### src/rtl/deadtime_insert.sv
// Dead-time insertion for a half bridge.
// Splits one reference PWM into complementary high/low gate commands.
// A dead interval is inserted at every switch-over so that both gates are never on together.
// A trip-zone input latches a sticky fault that holds both gates off until it is cleared.
//
// Handshake: there is none. All inputs are sampled on every rising edge of clk_i.
// Every output comes straight from a flop, so there is no path from an input to an output.
module deadtime_insert #(
  parameter int DT_WIDTH = 8
) (
  input  logic                clk_i,
  input  logic                rst_i,
  input  logic                enable_i,
  input  logic                tz_i,
  input  logic                fault_clr_i,
  input  logic                PWM_i,
  input  logic [DT_WIDTH-1:0] deadtime_i,
  output logic                PWM_H_o,
  output logic                PWM_L_o,
  output logic                dead_o,
  output logic                fault_o
);

  typedef enum logic [2:0] {
    IDLE = 3'd0,
    DT_H = 3'd1,
    ON_H = 3'd2,
    DT_L = 3'd3,
    ON_L = 3'd4
  } state_e;

  state_e              state_q, state_d;
  logic [DT_WIDTH-1:0] cnt_q, cnt_d;
  logic                fault_q, fault_d;
  logic                h_q, h_d;
  logic                l_q, l_d;
  logic                dead_q, dead_d;

  logic                dt_zero;
  logic [DT_WIDTH-1:0] dt_m1;

  assign dt_zero = (deadtime_i == '0);
  assign dt_m1   = deadtime_i - DT_WIDTH'(1);

  // Next state, counter and fault.
  // Priority is trip, then disable or held fault, then normal switching.
  always_comb begin
    state_d = state_q;
    cnt_d   = cnt_q;
    fault_d = fault_q;
    if (tz_i) begin
      fault_d = 1'b1;
      state_d = IDLE;
      cnt_d   = '0;
    end else begin
      if (fault_clr_i) fault_d = 1'b0;
      // Gating uses the registered fault.
      // A restart therefore happens no earlier than the edge after the fault clears.
      if (!enable_i || fault_q) begin
        state_d = IDLE;
        cnt_d   = '0;
      end else begin
        unique case (state_q)
          IDLE: begin
            if (dt_zero) state_d = PWM_i ? ON_H : ON_L;
            else begin
              state_d = PWM_i ? DT_H : DT_L;
              cnt_d   = dt_m1;
            end
          end
          ON_H: begin
            if (!PWM_i) begin
              if (dt_zero) state_d = ON_L;
              else begin
                state_d = DT_L;
                cnt_d   = dt_m1;
              end
            end
          end
          ON_L: begin
            if (PWM_i) begin
              if (dt_zero) state_d = ON_H;
              else begin
                state_d = DT_H;
                cnt_d   = dt_m1;
              end
            end
          end
          DT_H, DT_L: begin
            // The destination is taken from PWM_i at expiry.
            // A reversed PWM edge during the interval is absorbed without reloading the counter.
            if (cnt_q != '0) cnt_d = cnt_q - DT_WIDTH'(1);
            else state_d = PWM_i ? ON_H : ON_L;
          end
          default: begin
            state_d = IDLE;
            cnt_d   = '0;
          end
        endcase
      end
    end
  end

  // Gate outputs are decoded from the next state and registered.
  // They therefore always match the current state one-for-one.
  always_comb begin
    h_d    = (state_d == ON_H);
    l_d    = (state_d == ON_L);
    dead_d = (state_d == DT_H) || (state_d == DT_L);
  end

  // State, counter, fault and output registers with synchronous reset.
  always_ff @(posedge clk_i) begin
    if (rst_i) begin
      state_q <= IDLE;
      cnt_q   <= '0;
      fault_q <= 1'b0;
      h_q     <= 1'b0;
      l_q     <= 1'b0;
      dead_q  <= 1'b0;
    end else begin
      state_q <= state_d;
      cnt_q   <= cnt_d;
      fault_q <= fault_d;
      h_q     <= h_d;
      l_q     <= l_d;
      dead_q  <= dead_d;
    end
  end

  assign PWM_H_o = h_q;
  assign PWM_L_o = l_q;
  assign dead_o  = dead_q;
  assign fault_o = fault_q;

endmodule

### config.mk
export PLATFORM = sky130hd
export DESIGN_NAME = deadtime_insert
export DESIGN_NICKNAME = d
export VERILOG_FILES = /design/src/rtl/deadtime_insert.sv
export SDC_FILE = /design/constraint.sdc
export NUM_CORES = 1
export LEC_CHECK = 0
export CORE_ASPECT_RATIO = 1.25
export CORE_UTILIZATION = 45
export DETAILED_ROUTE_END_ITERATION = 8
export PLACE_DENSITY = 0.71
export SLEW_MARGIN = 10
export SYNTH_ARGS = -nofsm -noshare
export SYNTH_HDL_FRONTEND = slang
export SYNTH_SLANG_ARGS = --single-unit
### constraint.sdc
create_clock -name clk_i -period 2.23 [get_ports clk_i]
set_input_delay 0.446 -clock clk_i [delete_from_list [all_inputs] [get_ports clk_i]]
set_output_delay 0.446 -clock clk_i [all_outputs]
set_load 0.05 [all_outputs]
After elaboration in Yosys (flattened, before gate mapping):

Cells that the tools add are included.
Widths: inputs -> output; s select.

* add/subtract/negate cells: 2
* eq/ne operators: 11
* multiplexer cells: 18
* reduce and logical (&&, ||, !) cells: 10

Operators by type and width (count)
* $mux 8: 4
* $pmux 8 s4: 1
* $mux 3: 8
* $sub 8x1->8 const B: 2
* $eq 3x2->1 const B: 4
* $pmux 3 s4: 1
* $logic_not 8->1: 1
* $reduce_bool 8->1: 1
* $eq 3x1->1 const B: 2
* $eq 3x3->1 const B: 2
* $ne 2x2->1 const B: 3
* $mux 2: 2
* $logic_not 3->1: 1
* $reduce_and 3->1: 1
* $reduce_or 3->1: 1
* $logic_or 1x1->1: 2
* $mux 1: 2
* $reduce_bool 2->1: 1
* $reduce_or 2->1: 1
* $logic_not 1->1: 1

* bits in registers: 15
* input port bits: 14
* output and inout bits: 4
* word-level logic and storage cells: 47

Logic depth before layout (Yosys ltp):

* depth in word-level cells: 8
* depth in mapped cells: 9
* mapped depth without buffers: 8

Worst setup path after synthesis:

No wires, ideal clock.

* path kind: register to register
* from: reg state_q[2]
* to: reg cnt_q[4]
* setup time: 121 ps
* arrival time: 1802 ps
* required time: 2109 ps
* slack: 308 ps
* cell stages (with the launch flop): 10
* path buffers: 2
* period minus slack after synthesis: 1922 ps
* cells stage by stage: dfxtp_1 -> buf_2 -> nand2b_1 -> buf_4 -> mux2i_1 -> ha_1 -> inv_1 -> or3_1 -> a32oi_1 -> nor2_1

* longest elaborated chain between the ends: 4
* elaborated cells between the ends (all ways): 11
* those cells by class: eq/ne (7); mux (1); reduce/logical (3)

RTL lines
* from (decl): RTL line 32 `state_e state_q, state_d;`
* from (signal assigned): RTL line 122 `state_q <= state_d;`
* $eq 3x1->1 / $eq 3x2->1 (equally long branches): RTL line 63 `unique case (state_q)`
* $reduce_or 2->1: RTL line 63
* $ne 2x2->1 (no source line)
* $reduce_and 3->1 (no source line)
* to (signal assigned): RTL line 123 `cnt_q <= cnt_d;`
* to (decl): RTL line 33 `logic [DT_WIDTH-1:0] cnt_q, cnt_d;`

Several ways; a longest one is shown, not always the timed one.
A chain may end at the register's enable or synchronous reset.

Final worst setup path:

* from: reg state_q[0]
* to: reg cnt_q[4]

Same word-level chain as after synthesis.

==> metrics.yaml <==
synthXorXnorAreaFrac: 0.0550
routedWlPerCell_um: 13.7
drt-met1-wl_um: 991
synth_nets: 128
routed_wl_um: 2250
viasPerCell: 5.62
vias: 922
die_height_um: 53.5
cp-start-kind: "flip-flop"
cts_resized: 0
cts_tree: "built"
gp_congestion: 0.817
overflow: 0
ctsRootBufferMaster: "clkbuf_4"
synth_top_area_share: 0.315
synth_area_per_cell_um2: 8.52
hpwl_um: 1790
drtPass1Iterations: 4
synth_edf_count: 0
port_buffers: 17
drive_gt1_frac: 0.194
ios: 18
top_layer_used: "met4"
die_w_um: 43.2
wl_met3_um: 72
synthMuxAreaShare: 0.0944
r2r-start: "state_q[0]"
fin_crit_ns: 1.98
coreArea_um2: 1980
crit_end: "cnt_q[4]"
antenna_left: 0
slew_violations: 0
ys_ff_latch: 15
synth_top_family_by_area: "simple AND/OR/NAND/NOR gates"
worstMarginPinSlew_ns: 0.496
yosysWarnings: 0
postSynthCellCount: 112
post_cts_buffers: 0
min_from: "cnt_q[6]"
antenna_cells: 0
cp.arrival_ns: 2.18
path_max_fanout: 8
nets: 161
synth_compound_area_frac: 0.189
dr_wl_met2_um: 1110
endpoint_kind: "flip-flop"
num_rows: 18
grt_pass1_vias: 889
maxCapViolCount: 0
syn_to_final_growth_pct: 32.6
synth_ff_type: "dfxtp_1"
setup_viol: 0
synthAdderAreaFrac: 0.0262
finalHoldViolCount: 0
clk-insertion-delay-late_ns: 0.30
run_status: "finished clean"
rr_worst_depth: 7
yosysUniqueCellTypes: 39
path_class: "reg -> reg"
grt_antenna_before_repair: 0
pre_cts_slack_ns: -0.0424
cp.required_ns: 2.43
cts.path.max_buffers: 2
yosys.area.top_type: "dfxtp_1"
syn_area_um2: 955
clock_sinks: 15
finClkSkew_ns: 0.00803
fmax_ghz: 0.506
synth.most_common_cell: "nor2_1"
grt_pass1_wl_um: 3860
ir_worst_vdd_mv: 0.419
synth_area_leaders: "dfxtp_1, mux2i_1, nor2_1, xnor2_1, nand2_1"
drtIter0Drc: 20
path_clk_slew_ns: 0.10
startpoint: "state_q[0]"
drcViolationCount: 0
ctsHoldBuffers: 0
synth-simple-area-share: 0.273
holdCritPathClass: "reg -> reg"
grt_usage: 0.229
slew_headroom: 0.668
power_mw: 0.598
synthTopCellsByCount: "nor2_1, dfxtp_1, nand2_1"
synth-async-reset-ratio: 0
leakage_nw: 0.578
htreeDepth: 1
fin_crit_sh: 0.887
start_util: 0.482
cts_buffers: 3
die_area_um2: 2310
fin_ws_ns: 0.253
grt_setup_unrepaired: "no"
grt_max_degree: 10
ys_seq_area_frac: 0.315
rrSetupSlack_ns: 0.25
p_per_area_nw_per_um2: 472
regToRegEndpoint: "cnt_q[4]"
[cell families (layout without fill, tap and decap cells)]
group	Yosys count	after routing
AND/OR/NAND/NOR	47	47
AO/OA/AOI/OAI	22	22
flip-flops	15	15
buffers and inverters	11	43
multiplexers	9	9
XOR/XNOR	6	6
adder cells (fa/ha/maj)	2	2
[layout by cell type (no fill, tap or decap), types with 2 or more instances in the layout]
cell type and instances:
nor2_1 17, clkdlybuf4s50_1 17, dfxtp_1 15, buf_4 14, nand2_1 10, mux2i_1 9
inv_1 8, xnor2_1 5, nand2b_1 3, o21ai_1 3, nand3_1 3, a21oi_1 3
a22oi_1 3, clkbuf_4 3, nor4_2 2, nor3_2 2, nand3b_2 2, o21ai_0 2
ha_1 2
[layer usage]
layer / vias up / global-route usage
li1: 465 / -
met1: 428 / 0.266
met2: 22 / 0.398
met3: 7 / 0.0341
met4: 0 / 0.126
met5: - / 0
[area by class of cell]
type | count | area (um2)
Inverter | 8 | 30.0
Tap cell | 20 | 25.0
Timing Repair Buffer | 31 | 275
Clock buffer | 3 | 22.5
Clock inverter | 1 | 5.00
Multi-Input combinational cell | 86 | 608
Fill cell | 187 | 716
Sequential cell | 15 | 300
[stage by stage]
stage	util	cell area, um2	setup TNS (ns)	hold WS, ns	instances
CTS	0.639	1270	0	0.502	164
global route	0.639	1270	0	0.537	164
floorplan	-	955	0	0.459	112
finish	0.639	1270	0	0.504	164
detailed placement	0.625	1240	-0.219	0.485	160
global placement	0.625	1240	-0.0469	0.481	160
[critical path: stages (launching register included)]
cell and delay, ns:
dfxtp_1 0.51, nand2b_1 0.22, mux2i_1 0.24, ha_1 0.22, inv_1 0.06, or3_1 0.37
a32oi_1 0.20, nor2_1 0.05
[flip-flops by register name, indices dropped and copies added, names as in the netlist]
register,flops
state_q,3
dead_o,1
fault_o,1
cnt_q,8
PWM_L_o,1
PWM_H_o,1
[power by group]
part | internal (mW) | switching (mW) | leakage, nW | total [mW]
logic | 0.0775 | 0.0739 | 0.438 | 0.151
clock network | 0.0670 | 0.0971 | 0.0177 | 0.164
registers | 0.274 | 0.00784 | 0.122 | 0.282
total | 0.419 | 0.179 | 0.578 | 0.598
[how the worst min path moves through the flow]
stage / end / cells past startpoint / slack, ns
6_report: cnt_q[6] / 2 / 0.50
5_1_grt: cnt_q[6] / 2 / 0.54
4_1_cts: cnt_q[6] / 2 / 0.50
3_5_place_dp: cnt_q[6] / 2 / 0.48
3_3_place_gp: cnt_q[6] / 2 / 0.48
2_1_floorplan: cnt_q[6] / 2 / 0.46
(Power assumes the default switching activity.)
